### src/rtl/conv_controller.sv
// Control FSM for a streaming KxK convolution: loads the kernel weights, then streams
// the pixels in raster order and emits one window result per valid output position.
module conv_controller #(
  parameter int KERNEL_SIZE = 5,
  parameter int IMG_WIDTH   = 28,
  parameter int IMG_HEIGHT  = 28,
  parameter int CW          = 5
) (
  input  logic          clk,
  input  logic          reset,
  input  logic          start,
  input  logic          weight_valid,
  output logic          weight_ready,
  input  logic          pixel_valid,
  output logic          pixel_ready,
  output logic          weight_write,
  output logic [CW-1:0] weight_index,
  output logic          write,
  output logic          out_valid,
  input  logic          out_ready,
  output logic [CW-1:0] out_row,
  output logic [CW-1:0] out_col,
  output logic          busy,
  output logic          done
);

  localparam logic [CW-1:0] LastTap = CW'(KERNEL_SIZE * KERNEL_SIZE - 1);
  localparam logic [CW-1:0] LastCol = CW'(IMG_WIDTH - 1);
  localparam logic [CW-1:0] LastRow = CW'(IMG_HEIGHT - 1);
  localparam logic [CW-1:0] KOff    = CW'(KERNEL_SIZE - 1);

  typedef enum logic [1:0] {IDLE, LOAD_W, STREAM, DONE} state_e;

  state_e        state_q, state_d;
  logic [CW-1:0] widx_q, widx_d;
  logic [CW-1:0] col_q, col_d;
  logic [CW-1:0] row_q, row_d;
  logic [CW-1:0] orow_q, orow_d;
  logic [CW-1:0] ocol_q, ocol_d;
  logic          ovalid_q, ovalid_d;
  logic          pixDone_q, pixDone_d;
  logic          resultHs;

  assign resultHs = ovalid_q & out_ready;

  always_ff @(posedge clk) begin
    if (reset) begin
      state_q <= IDLE;
    end else begin
      state_q <= state_d;
    end
  end

  // Leaving STREAM waits until the last pixel is in and its result has drained.
  always_comb begin
    state_d = state_q;
    case (state_q)
      IDLE:    if (start) state_d = LOAD_W;
      LOAD_W:  if (weight_write && widx_q == LastTap) state_d = STREAM;
      STREAM:  if (pixDone_q && (!ovalid_q || out_ready)) state_d = DONE;
      DONE:    state_d = IDLE;
      default: state_d = IDLE;
    endcase
  end

  always_comb begin
    weight_ready = !reset && (state_q == LOAD_W);
    weight_write = weight_ready && weight_valid;
    pixel_ready  = !reset && (state_q == STREAM) && !pixDone_q && !(ovalid_q && !out_ready);
    write        = pixel_ready && pixel_valid;
    busy         = (state_q != IDLE);
    done         = (state_q == DONE);
    weight_index = widx_q;
    out_valid    = ovalid_q;
    out_row      = orow_q;
    out_col      = ocol_q;
  end

  always_comb begin
    widx_d    = widx_q;
    col_d     = col_q;
    row_d     = row_q;
    orow_d    = orow_q;
    ocol_d    = ocol_q;
    ovalid_d  = ovalid_q;
    pixDone_d = pixDone_q;
    if (state_q == IDLE && start) begin
      widx_d    = '0;
      col_d     = '0;
      row_d     = '0;
      ovalid_d  = 1'b0;
      pixDone_d = 1'b0;
    end
    if (weight_write) begin
      widx_d = (widx_q == LastTap) ? '0 : widx_q + CW'(1);
    end
    if (write) begin
      if (col_q == LastCol) begin
        col_d = '0;
        row_d = row_q + CW'(1);
        if (row_q == LastRow) pixDone_d = 1'b1;
      end else begin
        col_d = col_q + CW'(1);
      end
    end
    // A new qualifying pixel overrides the drain so results can go back to back.
    if (write && col_q >= KOff && row_q >= KOff) begin
      ovalid_d = 1'b1;
      orow_d   = row_q - KOff;
      ocol_d   = col_q - KOff;
    end else if (resultHs) begin
      ovalid_d = 1'b0;
    end
  end

  always_ff @(posedge clk) begin
    if (reset) begin
      widx_q    <= '0;
      col_q     <= '0;
      row_q     <= '0;
      orow_q    <= '0;
      ocol_q    <= '0;
      ovalid_q  <= 1'b0;
      pixDone_q <= 1'b0;
    end else begin
      widx_q    <= widx_d;
      col_q     <= col_d;
      row_q     <= row_d;
      orow_q    <= orow_d;
      ocol_q    <= ocol_d;
      ovalid_q  <= ovalid_d;
      pixDone_q <= pixDone_d;
    end
  end

endmodule

### config.mk
export PLATFORM = sky130hd
export DESIGN_NAME = conv_controller
export DESIGN_NICKNAME = d
export VERILOG_FILES = /design/src/rtl/conv_controller.sv
export SDC_FILE = /design/constraint.sdc
export NUM_CORES = 1
export LEC_CHECK = 0
export CORE_UTILIZATION = 52
export CTS_CLUSTER_SIZE = 24
export DETAILED_ROUTE_END_ITERATION = 16
export GPL_ROUTABILITY_DRIVEN = 0
export PLACE_DENSITY_LB_ADDON = 0.05
export SLEW_MARGIN = 10
export SYNTH_ARGS = -nofsm -noshare
export SYNTH_HDL_FRONTEND = slang
export SYNTH_SLANG_ARGS = --single-unit
### constraint.sdc
create_clock -name clk -period 1.9 [get_ports clk]
set_input_delay 0.38 -clock clk [delete_from_list [all_inputs] [get_ports clk]]
set_output_delay 0.38 -clock clk [all_outputs]
set_load 0.03 [all_outputs]
-- Word level (Yosys, flattened, before mapping)
Cells that the tools add are included.
- register bits: 29
- output and inout port bits: 22
- add/sub/neg operators: 5
- $lt $le $gt $ge: 2
- equality and inequality tests: 9
- muxes and demuxes: 19
- bitwise logic cells: 1
- reduce and logical (&&, ||, !) cells: 24
- operator list (operator ; number):
    $mux 5 ; 8
    $add 5x1->5 const B ; 3
    $eq 5x5->1 const B ; 3
    $logic_and 1x1->1 ; 12
    $ge 5x3->1 const B ; 2
    $sub 5x3->5 const B ; 2
    $pmux 2 s4 ; 1
    $mux 1 ; 7
    $mux 2 ; 3
    $ne 2x2->1 const B ; 3
    $reduce_bool 2->1 ; 3
    $logic_not 1->1 ; 5
    $eq 2x2->1 const B ; 2
    $reduce_and 3->1 ; 1
    $reduce_bool 3->1 ; 1
    $eq 2x1->1 const B ; 1
    $logic_not 2->1 ; 1
    $and 1x1->1 ; 1
    $logic_or 1x1->1 ; 1

-- Depth between registers and ports, before layout
Gate-level depths: netlist of the first run.
- word-level depth: 8
- gate-level depth with buffers: 7
- depth with buffers taken out: 7

-- Worst setup path before layout of the first run
OpenSTA, ideal clock, no wires.
- path kind: register -> register
- from: register widx_q[0] (netlist: weight_index[0])
- to: register state_q[0]
- library setup time: 0.087 ns
- data arrival time: 1.598 ns
- path slack: 0.215 ns
- cell stages (with the launch flop): 7
- buffers on the path: 0
- path through: dfxtp_1 > inv_1 > ha_1 > and4b_1 > a21bo_1 > a311o_1 > o31ai_1
- word-level cells in the longest chain between the ends: 4
- ends and longest elaborated chain (what ; RTL line ; source):
    start, declared ; 35 ; logic [CW-1:0] widx_q, widx_d;
    start signal, assigned ; 126 ; widx_q <= widx_d;
    $eq 5x5->1 ; 59 ; LOAD_W: if (weight_write && widx_q == LastTap) state_d = STREAM;
    $logic_and 1x1->1 ; 59 ;
    $ne 2x2->1 (no line) ; n/a ;
    $reduce_and 3->1 (no line) ; n/a ;
    end signal, assigned ; 50 ; state_q <= state_d;
    end, declared ; 34 ; state_e state_q, state_d;
No other way between the ends.
A chain may end at the register's enable or synchronous reset.

-- Worst setup path in the final report of the first run
- from: input port out_ready
- to: output port pixel_ready
- word-level cells in the longest chain between the ends: 4
- ends and longest elaborated chain (what ; RTL line ; source):
    start, declared ; 20 ; input logic out_ready,
    $logic_not 1->1 ; 69 ; pixel_ready = !reset && (state_q == STREAM) && !pixDone_q && !(ovalid_q && !out_ready);
    $logic_and 1x1->1 ; 69 ;
    $logic_not 1->1 ; 69 ;
    $logic_and 1x1->1 ; 69 ;
    end, declared ; 15 ; output logic pixel_ready,
No other way between the ends.

==> results.sh, run 1 <==
export IMPL_status="finished, final reports clean"
export IMPL_hp_class="reg2reg"
export IMPL_final_cells=279
export IMPL_critical_path_class="in2out"
export IMPL_grt_pass1_vias=1422
export IMPL_clockBufferDepth=2
export IMPL_initial_core_util_pct=56.9
export IMPL_maxSlewHeadroom_pct=71.0
export IMPL_crit_arrival_ns=1.47
export IMPL_fin_skew_ns=0.0105
export IMPL_pre_cts_ws_ns=-0.0694
export IMPL_wire_per_inst_um=13.1
export IMPL_viasPerCell=5.38
export IMPL_antennaDiodeCount=0
export IMPL_finalNetCount=260
export IMPL_drt_iter0_markers=74
export IMPL_cellInternalPower_mw=1.16
export IMPL_reg2reg_depth=7
export IMPL_antenna_found_initial=0
export IMPL_core_area_um2=2880
export IMPL_die_x_um=58.1
export IMPL_end_kind="output port"
export IMPL_cts_root_buffer_cell="clkbuf_4"
export IMPL_syn_to_final_growth_pct=33.1
export IMPL_postSynthAreaPerCell_um2=8.70
export IMPL_antenna_left=0
export IMPL_yosysSeqAreaShare_pct=35.5
export IMPL_synth_cells=188
export IMPL_hold_slack_ns=0.481
export IMPL_tns_ns=0
export IMPL_dr_pass1_iters=4
export IMPL_wirelength_um=3640
export IMPL_grt_pass1_wl_um=6090
export IMPL_cts_inserted_buffers=5
export IMPL_setup_viol=0
export IMPL_insertion_delay_ns=0.34
export IMPL_startpoint_type="primary input"
export IMPL_yosys_warnings=0
export IMPL_port_buffers=27
export IMPL_ys_types=44
export IMPL_p_seq_share_pct=38.8
export IMPL_grt_usage_pct=23.7
export IMPL_hold_viol_final=0
export IMPL_dpl_hpwl_um=2780
export IMPL_p_total_mw=1.70
export IMPL_via_count=1502
export IMPL_cp_startpoint="out_ready"
export IMPL_rsz0062_at_grt="no"
export IMPL_htree_levels=2
export IMPL_fin_util_pct=75.7
export IMPL_power_density_nw_per_um2=782
export IMPL_final_layout_size_suffix_gt1_share_pct=19.0
export IMPL_numPlacedInstances=270
export IMPL_timing_fmax_mhz=539
export IMPL_pwr_share_clk_pct=31.7
export IMPL_switching_power_mw=0.548
export IMPL_cts_sinks=29
export IMPL_synth_seq_cells=29
export IMPL_cts_tree="built"
export IMPL_r2r_start="col_q[3]"
export IMPL_remaining_drc_errors=0
export IMPL_dieArea_um2=3370
export IMPL_drv_slew=0
export IMPL_p_sw_share_pct=32.2
export IMPL_setup_ws_ns=0.0460
export IMPL_finalCritPeriodShare_pct=97.6
export IMPL_worstHoldStart="out_row[4]"
export IMPL_rows=19
export IMPL_worstPathRequired_ns=1.52
export IMPL_fp_dieH_um=58.1
export IMPL_hold_depth=1
export IMPL_synth_nets=212
export IMPL_clk_pin_slew_ns=0.09
export IMPL_min_period_ns=1.85
export IMPL_tightest_slew_ns=0.424
export IMPL_synth_area_um2=1640
export IMPL_ios=28
export IMPL_grt_start_max_net_pins=17
export IMPL_crit_fanout=3
export IMPL_placed_area_um2=2060
export IMPL_irDropWorstVdd_v=0.000440
export IMPL_overflow=0
export IMPL_stdcell_area_um2=2180
export IMPL_power_leakage_nw=0.903
export IMPL_cap_violations=0
export IMPL_ctsHoldBuffers=0
export IMPL_pwr_share_comb_pct=29.5
metal layers:
metal	GRT usage [%]	wire (um)	vias up
met2	37.4	1710	22
met1	30.6	1750	707
li1	-	-	766
met5	0	0	-
met3	4.69	110	7
met4	12.2	65	0
critical path, cell delays in order:
cell	delay, ns
clkdlybuf4s50_1	0.44
or2b_4	0.29
and4_1	0.21
buf_4	0.16
layout make-up:
type / instances / area (um^2)
Clock buffer: 7 / 55.1
Timing Repair Buffer: 48 / 422
Inverter: 17 / 66.3
Clock inverter: 1 / 30.0
Sequential cell: 29 / 583
Multi-Input combinational cell: 135 / 968
Tap cell: 42 / 52.6
Fill cell: 222 / 699
Yosys cell counts (all sizes together):
master	count	area share, %
a31oi	1	0.38
dfxtp	29	36
and4b	1	0.61
nand3b	2	1.7
clkinv	1	0.23
nor3	13	4.0
a311o	2	1.2
o21ai	6	1.8
nand4bb	1	0.69
nand4	3	1.1
a21bo	1	0.61
nand3	13	4.3
or2b	1	0.54
xor2	1	0.54
nor4	1	0.38
xnor2	3	1.6
nor2b	2	0.76
buf	4	1.8
a21oi	11	3.4
nand2b	1	0.38
nand2	17	4.4
and4bb	1	0.76
or2	2	0.76
o31ai	1	0.46
mux2i	2	1.2
a21boi	1	0.46
a311oi	2	1.1
a31o	10	5.4
nor2	10	2.3
clkbuf	3	0.69
inv	16	3.7
a2111oi	2	1.1
and3	3	1.1
and4	1	0.54
or3	1	0.38
o211ai	1	0.46
ha	18	14
what timing repair did:
| item | 4_1_cts | 5_1_grt |
|---|---|---|
| pin swaps | 1 | 0 |
| setup endpoints to repair | 3 | 14 |
| endpoints found under the hold margin | 0 | 0 |
| buffers inserted | 1 | 0 |
| gates resized for setup | 7 | 5 |
registers in the layout (all words and copies together) (netlist names):
name and count:
col_q 5, out_col 5, out_row 5, row_q 5
weight_index 5, state_q 2, out_valid 1, pixDone_q 1
cells in the final DEF, fill, tap and decap left out, types with 2 or more instances in the layout:
| master | n |
|---|---|
| a2111oi_0 | 2 |
| a21oi_1 | 11 |
| a311o_1 | 2 |
| a311oi_1 | 2 |
| a31o_1 | 10 |
| and3_1 | 3 |
| buf_4 | 24 |
| clkbuf_4 | 5 |
| clkdlybuf4s50_1 | 20 |
| dfxtp_1 | 27 |
| dfxtp_2 | 2 |
| dlygate4sd2_1 | 2 |
| ha_1 | 17 |
| inv_1 | 13 |
| inv_2 | 3 |
| mux2i_1 | 2 |
| nand2_1 | 16 |
| nand3_1 | 12 |
| nand4_1 | 3 |
| nor2_1 | 10 |
| nor2b_1 | 2 |
| nor3_1 | 13 |
| o21ai_0 | 2 |
| o21ai_1 | 4 |
| xnor2_1 | 3 |
power groups by stage:
stage                     combinational, mW  sequential (mW)  clock [mW]
after floorplan                       0.311            0.665           0
after global placement                0.471            0.662           0
after detailed placement              0.486            0.665           0
after CTS                             0.500            0.659       0.552
after global routing                  0.550            0.664       0.583
final                                 0.503            0.660       0.540
cell families after synthesis:
group | count (synthesis) | synth area share [%]
xor gates and xnor gates | 4 | 2.14
AOI/OAI and AO/OA | 38 | 16.3
and+or+nand+nor | 73 | 24.7
DFF | 29 | 35.5
muxes | 2 | 1.22
adders and majority gates | 18 | 13.8
buffers and inverters | 24 | 6.35
final timing paths:
kind / to / slack [ns]
min reg2reg: out_row[4] / 0.48
max: pixel_ready / 0.05
max reg2reg: out_col[2] / 0.18
min: out_row[4] / 0.48
Power figures use the tool's default switching activity.
==> inputs of run 2 (changes only) <==
SETUP_SLACK_MARGIN = 0.05   (was default)
SLEW_MARGIN = default   (was 10)
==> run 2 against run 1 <==
Against the previous run: clock skew shrank 0.00083 ns; worst setup slack better by 0.025 ns; combinational power up 4.0%; sequential cell count did not move; clock power about the same; sequential share of layout area down 0.22 points; core utilization increased by 0.96 points; fmax is 1.4% higher; first-iteration DRC count grew 8.1%.
==> results.sh, run 2 (synthesis gave the netlist of run 1 again) <==
export IMPL_status="finished, final reports clean"
export IMPL_critical_path_class="reg2out"
export IMPL_hold_slack_ns=0.480
export IMPL_rsz0062_at_grt="yes"
export IMPL_clockBufferDepth=2
export IMPL_hp_class="reg2reg"
export IMPL_core_area_um2=2880
export IMPL_cts_root_buffer_cell="clkbuf_4"
export IMPL_insertion_delay_ns=0.34
export IMPL_remaining_drc_errors=0
export IMPL_finalNetCount=262
export IMPL_pwr_share_clk_pct=31.2
export IMPL_min_period_ns=1.83
export IMPL_stdcell_area_um2=2200
export IMPL_via_count=1507
export IMPL_power_density_nw_per_um2=783
export IMPL_htree_levels=2
export IMPL_p_total_mw=1.73
export IMPL_pre_cts_ws_ns=-0.0694
export IMPL_final_layout_size_suffix_gt1_share_pct=20.5
export IMPL_tightest_slew_ns=0.422
export IMPL_cts_tree="built"
export IMPL_grt_pass1_vias=1418
export IMPL_antennaDiodeCount=0
export IMPL_clk_pin_slew_ns=0.09
export IMPL_ios=28
export IMPL_setup_ws_ns=0.0709
export IMPL_worstPathRequired_ns=1.52
export IMPL_cts_sinks=29
export IMPL_end_kind="output port"
export IMPL_rows=19
export IMPL_initial_core_util_pct=56.9
export IMPL_dr_pass1_iters=4
export IMPL_crit_arrival_ns=1.45
export IMPL_fin_skew_ns=0.00970
export IMPL_finalCritPeriodShare_pct=96.3
export IMPL_dpl_hpwl_um=2780
export IMPL_startpoint_type="register"
export IMPL_cap_violations=0
export IMPL_overflow=0
export IMPL_crit_fanout=5
export IMPL_final_cell_mix="dfxtp_1, buf_4, nand2_1, ha_1, clkdlybuf4s50_1"
export IMPL_numPlacedInstances=270
export IMPL_antenna_left=0
export IMPL_irDropWorstVdd_v=0.000446
export IMPL_port_buffers=27
export IMPL_drv_slew=0
export IMPL_setup_viol=0
export IMPL_ctsHoldBuffers=0
export IMPL_hold_viol_final=0
export IMPL_syn_to_final_growth_pct=34.8
export IMPL_grt_start_max_net_pins=17
export IMPL_power_leakage_nw=0.962
export IMPL_wire_per_inst_um=13.3
export IMPL_wirelength_um=3730
export IMPL_cts_inserted_buffers=5
export IMPL_fp_dieH_um=58.1
export IMPL_grt_usage_pct=24.5
export IMPL_pwr_share_comb_pct=30.3
export IMPL_antenna_found_initial=0
export IMPL_switching_power_mw=0.560
export IMPL_timing_fmax_mhz=547
export IMPL_die_x_um=58.1
export IMPL_p_seq_share_pct=38.5
export IMPL_drt_iter0_markers=80
export IMPL_viasPerCell=5.36
export IMPL_final_cells=281
export IMPL_cellInternalPower_mw=1.17
export IMPL_final_common_cell="dfxtp_1"
export IMPL_grt_pass1_wl_um=6250
export IMPL_placed_area_um2=2060
export IMPL_dieArea_um2=3370
export IMPL_p_sw_share_pct=32.4
export IMPL_maxSlewHeadroom_pct=71.2
==> run 2: cell count changes in the layout (fill, tap and decap cells not counted), sizes merged <==
cell / change
clkinv: +1
dlymetal6s2s: +3
buf: +2
inv: -1
clkdlybuf4s50: -4
clkbuf: +1
==> run 2: repair_timing <==
item / 4_1_cts / 5_1_grt
resized for setup: 11 / 10
setup buffers: 2 / 1
setup endpoints to repair: 5 / 18
pin swaps: 1 / 1
==> run 2: critical path: stages (launching register included) <==
cell	delay [ns]
dfxtp_4	0.37
clkinv_4	0.06
ha_4	0.15
and4bb_2	0.28
nand2_4	0.07
inv_4	0.07
buf_6	0.13
==> run 2: through the flow <==
step	setup TNS [ns]	util [%]
after floorplan	0	-
after global placement	-0.344	71.6
after detailed placement	-0.648	71.6
after CTS	0	75.8
after global routing	0	76.6
final	0	76.6
==> run 2: power groups by stage <==
stage               Combinational (mW)  Clock [mW]  Sequential, mW
CTS                              0.512       0.552           0.662
global placement                 0.471           0           0.662
detailed placement               0.486           0           0.665
global route                     0.568       0.584           0.668
floorplan                        0.311           0           0.665
finish                           0.523       0.539           0.665
==> run 2: per-layer routing <==
layer | share of wire [%] | vias up | track usage [%]
li1 | - | 774 | -
met1 | 47 | 701 | 31.4
met2 | 48 | 25 | 39.6
met3 | 3.0 | 7 | 4.69
met4 | 1.7 | 0 | 11.6
met5 | 0 | - | 0
==> run 2: path summary, 6_finish.rpt <==
check | startpoint | end | slack (ns) | depth (start not counted)
setup / recovery | state_q[0] | write | 0.07 | 6
hold / removal | out_row[4] | out_row[4] | 0.48 | 1
setup reg to reg | state_q[0] | col_q[0] | 0.14 | 8
hold reg to reg | out_row[4] | out_row[4] | 0.48 | 1
==> run 2: cell type report <==
| type | count | area, um^2 |
|---|---|---|
| inverter | 17 | 71.3 |
| clock buffer | 7 | 55.1 |
| clock inverter | 1 | 30.0 |
| multi-input combinational | 135 | 971 |
| timing repair buffer | 50 | 439 |
| sequential | 29 | 586 |
| tap | 42 | 52.6 |
| fill | 212 | 672 |
==> variant, RTL diff (flow settings as in run 1) <==
`CW`: 5 -> 6.
--- a/src/rtl/conv_controller.sv
+++ b/src/rtl/conv_controller.sv
@@ -5,5 +5,5 @@
   parameter int IMG_WIDTH   = 28,
   parameter int IMG_HEIGHT  = 28,
-  parameter int CW          = 5
+  parameter int CW          = 6
 ) (
   input  logic          clk,
Ports: changed (resized out_col, out_row and weight_index); port bits go from 28 to 31. No check against the original RTL was run, so the function may have changed too.
==> variant against run 1 <==
Routed wire length rose by 13%. Worst setup slack improved by 0.024 ns. Largest cell class unchanged. Total power rose by 4.6%. Synthesized area rose by 20%. Sequential cell count rose by 5. Final cell count rose by 9.7%. Critical path depth rose by 2. Cell area rose by 13%.
==> variant: results (changes against run 1) <==
| Metric | Value |
|---|---|
| Mapped Nets | 240 (+13%) |
| Cell count after placement | 298 (+10%) |
| Async SR Flop Fraction | 0 (unchanged) |
| Post-Route WL | 4.11 mm (+13%) |
| Setup Skew | 0.00385 ns (-0.00667 ns) |
| Wire length per cell | 13.4 um (+2.9%) |
| Hold Path Depth | 2 (+1) |
| Clock slew seen by the registers of the worst setup and hold paths | 0.06 ns (-0.03 ns) |
| Flop2flop setup slack | 0.18 ns (about the same) |
| Dpl hpwl | 3.05 mm (+9.7%) |
| Worst vdd ir | 598 uV (+36%) |
| CP max stage delay | 0.34 ns (-0.10 ns) |
| Critical Path Fanout Max | 7 (+4) |
| Total GRT Usage | 0.219 (-0.0172) |
| Slowest-stage cell, CP | dfxtp_2 |
| NumNets Final | 284 (+9.2%) |
| Largest net degree at the start of global routing | 24 (+7) |
| GR Layer Usage met2 | 0.340 (-0.0340) |
| GRT met1 Usage | 0.278 (-0.0280) |
| CP delay by family, top | flip-flops |
| Min-delay worst type | reg2reg |
| Cells taking the most area after synthesis | dfxtp_1, ha_1, mux2i_1, nand2b_1, nand3_1 |
| Grt met3 use | 0.0507 (+0.00385) |
| DR vias/cell | 5.50 (+2.2%) |
| Clk_lat worst skew | 0.28 ns (-0.06 ns) |
| Number of global-route vias before repair | 1547 (+8.8%) |
| DR iter-0 viols | 95 (+28%) |
| 1st-pass router iterations | 4 (unchanged) |
| Layout cells sized above 1 | 0.146 (-0.0437) |
| Initial antenna violation count | 0 (unchanged) |
| Slew @ Worst Pin | 0.322 ns (-0.102 ns) |
| Clock Tree Root | clkbuf_8 |
| FILL cells | 278 (+25%) |
| LEAKAGE | 1.02 nW (+13%) |
| Worst hold path startpoint | out_row[4]$_SDFFE_PP0P_ |
| Worst reg2reg startpoint | row_q[3]$_SDFF_PP0_ |
| # port buffers | 30 (+11%) |
| Antenna cells | 0 (unchanged) |
| Most frequent cells after synthesis | dfxtp_1, ha_1, inv_1, nand2_1 |
| Critical path arrival | 1.45 ns (-0.02 ns) |
| Syn Inst Count | 216 (+15%) |
| First-pass GRT wire length | 6.83 mm (+12%) |
| Synth cell types | 44 (unchanged) |
| Gr ovfl total | 0 (unchanged) |
| Status | finished clean |
| Worst R2R Path Depth | 6 (-1) |
| Worst r2r dst | out_col[0]$_SDFFE_PP0P_ |
| Seq/Total Area, Yosys | 0.348 (-0.00741) |
variant: changes by cell type after synthesis, sizes merged, moves of 3 or more:
cell    delta
a31o      -10
dfxtp      +5
mux2i     +12
nand2b    +14
nand3      +5
nand4b     +3
nor2       -3
nor3       -8
or3        +3
variant: cell families (layout without fill, tap and decap cells):
group,Yosys count,in the layout,synth area share
simple gates,86,86,0.270
fa+ha+maj,18,18,0.115
buf+inv,24,68,0.0588
compound gates,36,36,0.119
flops,34,34,0.348
xor+xnor,4,4,0.0179
mux,14,14,0.0716
variant: worst min-delay path, stage by stage, from the launching register on:
cell and delay (ns):
dfxtp_1 0.31, nand2b_1 0.06, mux2i_1 0.06
variant: area by class of cell:
class                   instances  area share
inverters                      18      0.0296
multi-input cells             158       0.477
well taps                      46      0.0234
clock buffers                   7      0.0311
repair buffers                 43       0.161
flip-flops and latches         34       0.278
variant: worst max-delay path by stage:
stage / from / endpoint / slack [ns]
3_3_place_gp: reset / write / 0.01
3_5_place_dp: reset / state_q[0]$_SDFFE_PP0P_ / -0.07
5_1_grt: state_q[0]$_SDFFE_PP0P_ / write / 0.008
4_1_cts: state_q[0]$_SDFFE_PP0P_ / write / 0.005
6_report: state_q[0]$_SDFFE_PP0P_ / write / 0.07
2_1_floorplan: reset / pixel_ready / 0.17
variant: where the power goes:
| part | switching, mW | total [mW] | internal (mW) | leakage, nW |
|---|---|---|---|---|
| sequential | 0.0266 | 0.767 | 0.741 | 0.275 |
| combinational | 0.302 | 0.528 | 0.225 | 0.704 |
| clock | 0.235 | 0.487 | 0.252 | 0.0383 |
| total | 0.564 | 1.78 | 1.22 | 1.02 |
variant: routing by layer:
layer  vias to the layer above  part of all wire
met4                         0             0.019
met1                       803              0.49
li1                        848                 -
met2                        26              0.46
met3                         6             0.025
met5                         -                 0
variant: stage by stage:
stage | util | area, um2 | worst slack, ns | hold WS [ns]
after global placement | 0.680 | 2360 | 0.0121 | 0.460
after floorplan | - | 1960 | 0.173 | 0.462
after global routing | 0.708 | 2450 | 0.00813 | 0.495
after detailed placement | 0.680 | 2360 | -0.0725 | 0.467
final | 0.708 | 2450 | 0.0699 | 0.473
after CTS | 0.704 | 2440 | 0.00549 | 0.476
variant: repair_timing:
action,CTS,global route
gates resized for setup,3,6
pin swaps,1,0
buffers inserted,1,0
endpoints found under the setup margin,2,3
